==> src/rtl/crc_frame_receiver_pkg.sv <==
// Shared types and constants for the serial CRC frame receiver.
// Holds the word tag encodings, receiver state encoding and default word geometry.
package crc_frame_receiver_pkg;

  localparam int         DEF_MESS_LEN = 10;
  localparam int         DEF_CRC_LEN  = 4;
  localparam logic [4:0] DEF_POLY     = 5'b10011;

  localparam logic [1:0] TAG_FIRST = 2'b01;
  localparam logic [1:0] TAG_MID   = 2'b10;
  localparam logic [1:0] TAG_LAST  = 2'b11;

  typedef enum logic [2:0] {
    IDLE,
    SHIFT,
    CHECK,
    WRITE,
    DRAIN
  } rx_state_e;

  // Tag a word must carry, given its position in the frame.
  function automatic logic [1:0] expected_tag(input int idx, input int nbr_words);
    if (idx == 0) begin
      return TAG_FIRST;
    end else if (idx == nbr_words - 1) begin
      return TAG_LAST;
    end else begin
      return TAG_MID;
    end
  endfunction

  function automatic logic [7:0] sat_add8(input logic [7:0] cnt, input logic [1:0] inc);
    logic [8:0] sum;
    sum = {1'b0, cnt} + {7'b0, inc};
    return sum[8] ? 8'hFF : sum[7:0];
  endfunction

endpackage

==> src/rtl/crc_frame_receiver_crc4_serial_check.sv <==
// Serial CRC remainder register: divides the bit stream by POLY one bit at a time.
// A zero remainder after the whole {msg,crc} field means the word is intact.
module crc4_serial_check
  import crc_frame_receiver_pkg::*;
#(
  parameter int               CRC_LEN = DEF_CRC_LEN,
  parameter logic [CRC_LEN:0] POLY    = DEF_POLY
) (
  input  logic clk,
  input  logic rst_n,
  input  logic clear,
  input  logic shift,
  input  logic bit_in,
  output logic zero
);

  logic [CRC_LEN-1:0] remainder;

  // When the bit shifted out is set, the divisor's leading term cancels it.
  always_ff @(posedge clk or negedge rst_n) begin
    if (!rst_n) begin
      remainder <= '0;
    end else if (clear) begin
      remainder <= '0;
    end else if (shift) begin
      remainder <= {remainder[CRC_LEN-2:0], bit_in}
                   ^ (remainder[CRC_LEN-1] ? POLY[CRC_LEN-1:0] : '0);
    end
  end

  assign zero = (remainder == '0);

endmodule

==> src/rtl/crc_frame_receiver.sv <==
// Receives tagged, CRC-protected words from an asynchronous serial line and writes
// the good ones to memory, reporting per-word errors and a per-frame result.
module crc_frame_receiver
  import crc_frame_receiver_pkg::*;
#(
  parameter int               MESS_LEN  = DEF_MESS_LEN,
  parameter int               CRC_LEN   = DEF_CRC_LEN,
  parameter logic [CRC_LEN:0] POLY      = DEF_POLY,
  parameter int               NBR_WORDS = 14,
  parameter int unsigned      ADDR_INIT = 0
) (
  input  logic                         clk,
  input  logic                         rst_n,
  input  logic                         ser_data,
  input  logic                         ser_clk,
  input  logic                         ser_en,
  output logic [4:0]                   address,
  output logic                         wren,
  output logic [MESS_LEN+CRC_LEN+1:0]  wr_data,
  output logic                         frame_done,
  output logic                         crc_err,
  output logic                         tag_err,
  output logic                         frame_ok,
  output logic [7:0]                   err_cnt,
  output logic                         busy
);

  localparam int WORD_LEN = MESS_LEN + CRC_LEN + 2;
  localparam int BCW      = $clog2(WORD_LEN + 1);
  localparam int IDXW     = (NBR_WORDS > 1) ? $clog2(NBR_WORDS) : 1;

  localparam logic [BCW-1:0]  BITS_LAST = BCW'(WORD_LEN - 1);
  localparam logic [BCW-1:0]  TAG_BITS  = BCW'(2);
  localparam logic [IDXW-1:0] IDX_LAST  = IDXW'(NBR_WORDS - 1);
  localparam logic [4:0]      ADDR_BASE = ADDR_INIT[4:0];

  logic data_meta, data_s;
  logic sclk_meta, sclk_s, sclk_s_d;
  logic en_meta, en_s, en_s_d;
  logic sample, en_rise;

  rx_state_e state, state_next;

  logic [WORD_LEN-1:0] shift_reg;
  logic [BCW-1:0]      bit_cnt;
  logic [IDXW-1:0]     word_idx;

  logic start_frame, take_bit, abort_frame, check_word, write_step, end_frame;
  logic crc_zero, crc_fail, tag_fail, last_word;
  logic crc_clear, crc_shift;

  // The line clock is only ever used as data: its synchronized rising edge marks a bit.
  always_ff @(posedge clk or negedge rst_n) begin
    if (!rst_n) begin
      data_meta <= 1'b0;
      data_s    <= 1'b0;
      sclk_meta <= 1'b0;
      sclk_s    <= 1'b0;
      sclk_s_d  <= 1'b0;
      en_meta   <= 1'b0;
      en_s      <= 1'b0;
      en_s_d    <= 1'b0;
    end else begin
      data_meta <= ser_data;
      data_s    <= data_meta;
      sclk_meta <= ser_clk;
      sclk_s    <= sclk_meta;
      sclk_s_d  <= sclk_s;
      en_meta   <= ser_en;
      en_s      <= en_meta;
      en_s_d    <= en_s;
    end
  end

  assign sample  = sclk_s & ~sclk_s_d;
  assign en_rise = en_s & ~en_s_d;

  assign last_word = (word_idx == IDX_LAST);
  assign crc_fail  = ~crc_zero;
  assign tag_fail  = (shift_reg[WORD_LEN-1 -: 2] != expected_tag(int'(word_idx), NBR_WORDS));

  always_ff @(posedge clk or negedge rst_n) begin
    if (!rst_n) begin
      state <= IDLE;
    end else begin
      state <= state_next;
    end
  end

  always_comb begin
    state_next  = state;
    start_frame = 1'b0;
    take_bit    = 1'b0;
    abort_frame = 1'b0;
    check_word  = 1'b0;
    write_step  = 1'b0;
    end_frame   = 1'b0;
    case (state)
      IDLE: begin
        if (en_rise) begin
          start_frame = 1'b1;
          state_next  = SHIFT;
        end
      end
      SHIFT: begin
        if (!en_s) begin
          abort_frame = 1'b1;
          state_next  = IDLE;
        end else if (sample) begin
          take_bit = 1'b1;
          if (bit_cnt == BITS_LAST) begin
            state_next = CHECK;
          end
        end
      end
      CHECK: begin
        check_word = 1'b1;
        state_next = tag_fail ? DRAIN : WRITE;
      end
      WRITE: begin
        write_step = 1'b1;
        state_next = last_word ? IDLE : SHIFT;
      end
      DRAIN: begin
        if (!en_s) begin
          end_frame  = 1'b1;
          state_next = IDLE;
        end
      end
      default: state_next = IDLE;
    endcase
  end

  // The two tag bits lead each word but are not covered by the CRC.
  assign crc_clear = (state != SHIFT);
  assign crc_shift = take_bit && (bit_cnt >= TAG_BITS);

  crc4_serial_check #(
    .CRC_LEN (CRC_LEN),
    .POLY    (POLY)
  ) u_crc (
    .clk    (clk),
    .rst_n  (rst_n),
    .clear  (crc_clear),
    .shift  (crc_shift),
    .bit_in (data_s),
    .zero   (crc_zero)
  );

  // Write strobe and error pulses are registered at the end of CHECK so they
  // line up with the WRITE cycle and the address of the word just checked.
  always_ff @(posedge clk or negedge rst_n) begin
    if (!rst_n) begin
      shift_reg  <= '0;
      bit_cnt    <= '0;
      word_idx   <= '0;
      address    <= ADDR_BASE;
      wren       <= 1'b0;
      wr_data    <= '0;
      frame_done <= 1'b0;
      crc_err    <= 1'b0;
      tag_err    <= 1'b0;
      frame_ok   <= 1'b0;
      err_cnt    <= '0;
    end else begin
      wren       <= 1'b0;
      frame_done <= 1'b0;
      crc_err    <= 1'b0;
      tag_err    <= 1'b0;
      if (start_frame) begin
        word_idx <= '0;
        bit_cnt  <= '0;
        frame_ok <= 1'b1;
        address  <= ADDR_BASE;
      end
      if (take_bit) begin
        shift_reg <= {shift_reg[WORD_LEN-2:0], data_s};
        bit_cnt   <= bit_cnt + 1'b1;
      end
      if (abort_frame) begin
        tag_err    <= 1'b1;
        frame_ok   <= 1'b0;
        frame_done <= 1'b1;
        err_cnt    <= sat_add8(err_cnt, 2'd1);
        address    <= ADDR_BASE;
      end
      if (check_word) begin
        crc_err <= crc_fail;
        tag_err <= tag_fail;
        err_cnt <= sat_add8(err_cnt, {1'b0, crc_fail} + {1'b0, tag_fail});
        if (crc_fail || tag_fail) begin
          frame_ok <= 1'b0;
        end else begin
          wren    <= 1'b1;
          wr_data <= shift_reg;
        end
      end
      if (write_step) begin
        bit_cnt  <= '0;
        word_idx <= word_idx + 1'b1;
        if (last_word) begin
          frame_done <= 1'b1;
          address    <= ADDR_BASE;
        end else begin
          address <= address + 5'd1;
        end
      end
      if (end_frame) begin
        frame_done <= 1'b1;
        address    <= ADDR_BASE;
      end
    end
  end

  assign busy = (state != IDLE);

endmodule
==> config.mk <==
export PLATFORM = sky130hd
export DESIGN_NAME = crc_frame_receiver
export DESIGN_NICKNAME = d
export VERILOG_FILES = /design/src/rtl/crc_frame_receiver_pkg.sv /design/src/rtl/crc_frame_receiver_crc4_serial_check.sv /design/src/rtl/crc_frame_receiver.sv
export SDC_FILE = /design/constraint.sdc
export NUM_CORES = 1
export LEC_CHECK = 0
export CORE_ASPECT_RATIO = 1.2
export CORE_UTILIZATION = 40
export DETAILED_ROUTE_END_ITERATION = 8
export PLACE_DENSITY = 0.65
export SLEW_MARGIN = 25
export SYNTH_ARGS = -nofsm -noshare
export SYNTH_HDL_FRONTEND = slang
export SYNTH_SLANG_ARGS = --single-unit
==> constraint.sdc <==
create_clock -name clk -period 3.2 [get_ports clk]
set_input_delay 0.32 -clock clk [delete_from_list [all_inputs] [get_ports clk]]
set_output_delay 0.32 -clock clk [all_outputs]
set_load 0.005 [all_outputs]
== Word-level counts from Yosys, hierarchy flattened ==
Cells that the tools add are included.
Word-level totals
  register bits: 74
  word-level logic and storage cells: 109
Operators by class
  add/sub/neg operators: 6
  $lt $le $gt $ge: 1
  eq/ne operators: 13
  mux-type cells: 48
  bitwise operators: 7
  reductions and logical operators: 13
Operator list (count)
  5-bit 2-to-1 mux: 7
  8-bit 2-to-1 mux: 4
  1-bit 2-to-1 mux: 24
  3-bit 2-to-1 mux: 6
  4-bit 2-to-1 mux: 4
  3-bit one-hot mux with 5 select lines: 1
  5-bit by 1-bit adder with 5-bit output, second input constant: 2
  8-bit by 1-bit adder with 9-bit output, second input constant: 1
  8-bit by 2-bit adder with 9-bit output: 1
  4-bit logical NOT: 2
  3-bit by 2-bit == test with 1-bit output, second input constant: 2
  3-bit inequality test, second input constant: 2
  2-bit nonzero test: 3
  3-bit nonzero test: 2
  5-bit by 4-bit == test with 1-bit output, second input constant: 1
  5-bit by 2-bit greater-or-equal comparator with 1-bit output, second input constant: 1
  4-bit by 1-bit adder with 4-bit output, second input constant: 1
  4-bit by 3-bit == test with 1-bit output, second input constant: 1
  4-bit == test, second input constant: 1
  2-bit 2-to-1 mux: 2
  2-bit inequality test, second input constant: 2
  1-bit inverter: 4
  4-bit AND reduction: 1
  4-bit nonzero test: 1
  11 further kinds: 12

== Longest topological paths before layout ==
  depth in word-level cells: 8
  mapped depth: 13
  depth with buffers taken out: 13

== Cells and area by module ==
Synthesis repeated with hierarchy kept, for this count alone.
Second synthesis, totals
  cells, all modules: 320
  area total of the unflattened synthesis: 3503.4 µm²
By module, submodules not included
  crc_frame_receiver: instances 1, cells an instance 304, area an instance 3314.4 µm², seq. area each 1751.7 µm²
  crc4_serial_check: instances 1, cells an instance 16, area an instance 188.9 µm², seq. area each 100.1 µm²

== Worst setup path after synthesis ==
No wires, ideal clock.
  path kind: reg-to-reg
  start: register word_idx[0]
  end: register err_cnt[6]
  library setup time: 128 ps
  arrival: 2626 ps
  path slack: 446 ps
  stages on the path, launching flop included: 13
  path through: dfrtp_1 inv_1 ha_1 or3b_1 or3b_1 nand3_2 inv_1 fa_1 ha_1 a22oi_1 nor2_1 a31oi_1 a21oi_1
On the way
  word-level cells in the longest chain between the ends: 8
Ends and longest elaborated chain
  start: declaration: line crc_frame_receiver.sv:46  | logic [IDXW-1:0] word_idx;
  start signal: assignment: line crc_frame_receiver.sv:200  | word_idx <= word_idx + 1'b1;
  4-bit by 3-bit == test with 1-bit output: line crc_frame_receiver_pkg.sv:25  | end else if (idx == nbr_words - 1) begin
  1-bit 2-to-1 mux: line crc_frame_receiver_pkg.sv:25
  2-bit 2-to-1 mux (*): line crc_frame_receiver_pkg.sv:23  | if (idx == 0) begin
  2-bit inequality test (*): line crc_frame_receiver.sv:80  | assign tag_fail = (shift_reg[WORD_LEN-1 -: 2] != expected_tag(int'(word_idx), NBR_WORDS));
  1-bit by 1-bit adder with 2-bit output (*): line crc_frame_receiver.sv:190  | err_cnt <= sat_add8(err_cnt, {1'b0, crc_fail} + {1'b0, tag_fail});
  8-bit by 2-bit adder with 9-bit output (*): line crc_frame_receiver_pkg.sv:34  | sum = {1'b0, cnt} + {7'b0, inc};
  8-bit 2-to-1 mux (*): line crc_frame_receiver_pkg.sv:35  | return sum[8] ? 8'hFF : sum[7:0];
  8-bit 2-to-1 mux (*): line crc_frame_receiver.sv:187  | if (check_word) begin
  end signal: assignment: line crc_frame_receiver.sv:184  | err_cnt <= sat_add8(err_cnt, 2'd1);
  end signal: assignment: line crc_frame_receiver.sv:190
  end: declaration: line crc_frame_receiver.sv:24  | output logic [7:0] err_cnt,
Every way passes the cells marked *; elsewhere a longest branch is shown, timed or not.
A chain may end at the register's enable or synchronous reset.

== Worst setup path in the final report ==
  start: register word_idx[0]
  end: register err_cnt[5]
Same word-level chain as after synthesis.

==> run metrics <==
status complete, no violations; Final Hold Violating Endpoints 0; post-synth cell types 50; Worst R2R Path Depth 13; Detailed Route Iter0 Violations 126; core footprint ~0.008 mm²; CTS buffer count 9; critical-path cell list inv_1 > ha_1 > or3b_1 > or3b_1 > nand3_2 > inv_1 > fa_1 > ha_1 > inv_1 > nor3_1 > nand3b_1 > o21ai_0 > o22ai_1; Clock Tree Root clkbuf_8; RSZ-0062 raised after global routing false; first-pass GRT wire length between 10000 and 15000 µm; Die Span X about 86 µm; final setup fails 0; final core occ 0.505; Async SR Flop Fraction 1.00; setup TNS 0 ns; worst reg2reg setup slack 0.26 ns; Critical Path Max Stage Delay 0.44 ns; yosys warns 0; largest net degree at the start of global routing 75; worst flop-to-flop path endpoint err_cnt[5]; most used cell, CP inv_1; leading cell type in the layout, fill and taps excluded dfrtp_1; vias post-DR 2526; DRC 0; Synth area leader dfrtp_1; fin cells around 500; post-place setup slack 0.254 ns; initial antenna violation count 0; f_max between 300 and 400 MHz; Seq cells post-synth 74; worst skew pair latency 0.35 ns; Worst path slowest cell fa_1; Sequential Area 0.00185 mm²; CP Launch Type flip-flop; Critical Path RT 3.43 ns; Syn Inst Count 330; area share of the largest cell type after synthesis 0.546; PwrDens around 600 mW/mm²; Final Max Tran Viols 0; Worst-path clk slew approximately 0.080 ns; Area contributors post-synth dfrtp_1, nand2_1, mux2_4; Post-Syn Area per Cell just over 10 µm²; number of global-route vias before repair 2570; Worst Setup SP word_idx[0]; dpl cells between 400 and 500; final std cell area, no fill 0.00411 mm²; kind of cell adding the most delay to the critical path simple AND/OR/NAND/NOR gates; row cnt 36; GRT Util Overall 0.169; Hold WC Path Type primary input to async pin; Multi-input gate area around 0.0015 mm²; vias per cell 5.14; synthesized net count 345; die span in y 103 µm; initial core utilization 0.416; Setup Skew just over 0.007 ns; layout net count just under 400; fin crit share 0.918; TritonRoute pass-1 iters 4; worst-margin pin slew 0.904 ns; Overall Power between 2 and 3 mW; share of cells above drive strength 1 0.114; crit path to err_cnt[5]; Peak VDD IR 0.404 mV; drt total wl 6650 µm; Main synth FF type dfrtp_1; dpl hpwl 4550 µm; Post-synth EDFFs 0; Num Clock Sinks 74; Die Area 0.00885 mm²; wire per inst 13.5 µm; TritonCTS clock tree built; number of diodes 0; critical path peak fanout 6; Routed Antenna Nets 0; gpl congestion 0.857; Crit path depth 13; GRT Residual Overflow 0; fin crit period ~3 ns; Cell Area, Synth 0.00339 mm²; CP endpoint kind flip-flop; Clock Tree Buf Depth 2; Fillers 745; IO buf count 39; buffers and inverters on the worst path 3; Worst R2R Start word_idx[0]; Post-Place Cell Area 0.00389 mm²; Final WS setup 0.263 ns; most frequent cells in the layout dfrtp_1, nand2_1, clkdlybuf4s50_1; CTS HTree Levels 3; critical path type flip-flop to flip-flop; worst hold slack 0.0853 ns; crit path DAT 3.17 ns; Slew HR 0.397; P_leak 1.99 nW; post-CTS setup buffer count 0; Boundary Pins 40; P&R area growth vs syn 21.4%; Maximum Capacitance Violations 0; sequential element share of the synthesized area 0.546
-- cells by family after synthesis --
kind of cell    synth area share
compound gates            0.0849
fa+ha+maj                 0.0391
xor+xnor                  0.0103
buf+inv                   0.0262
flops                      0.546
mux                       0.0731
simple gates               0.220
-- how the worst min path moves through the flow --
stage / to / slack (ns) / cells after the start
6_report: err_cnt[7] / 0.09 / 1
3_3_place_gp: sclk_s / 0.33 / 0
5_1_grt: err_cnt[7] / 0.18 / 1
4_1_cts: err_cnt[5] / 0.13 / 1
2_1_floorplan: address[0] / 0.02 / 0
3_5_place_dp: sclk_s / 0.33 / 0
-- area by class of cell --
| cell class | count | area share |
|---|---|---|
| Clock buffer | 9 | 0.0301 |
| Clock inverter | 7 | 0.0228 |
| Inverter | 10 | 0.00912 |
| Multi-Input combinational cell | 235 | 0.353 |
| Sequential cell | 74 | 0.450 |
| Tap cell | 114 | 0.0347 |
| Timing Repair Buffer | 42 | 0.0998 |
-- metal layers --
metal,vias up,global-route usage,share of wire
met1,1241,0.199,0.45
li1,1221,-,-
met4,0,0.0872,0.026
met5,-,0,0
met2,51,0.290,0.48
met3,13,0.0408,0.041
-- power breakdown --
group	leakage, nW	switching [mW]	internal, mW
logic	0.881	0.284	0.260
clock network	0.105	0.348	0.437
registers	1.00	0.147	1.04
total	1.99	0.779	1.74
-- cells in the mapped netlist, types with 2 or more instances --
cell type   n
o21ai_0    19
inv_1      10
nand2b_1    2
nor2b_1     6
clkbuf_1    7
nor3_1     10
and3_1      8
nand3_1    18
dfrtp_1    74
nor2_1     21
a22o_1      2
mux2i_1     3
mux2_4     10
a31o_2      2
o22ai_1     2
o31ai_1     2
nand4_1     2
nand2_1    73
or3b_1      2
a21oi_1     9
xor2_1      3
mux2_2      6
buf_2       2
ha_1        9
a31oi_1     3
-- timing repair --
action | CTS | global route
endpoints found under the setup margin | 0 | 1
hold buffers | 0 | 0
resized for setup | 0 | 1
No activity file was read; power rests on OpenSTA's default activity.
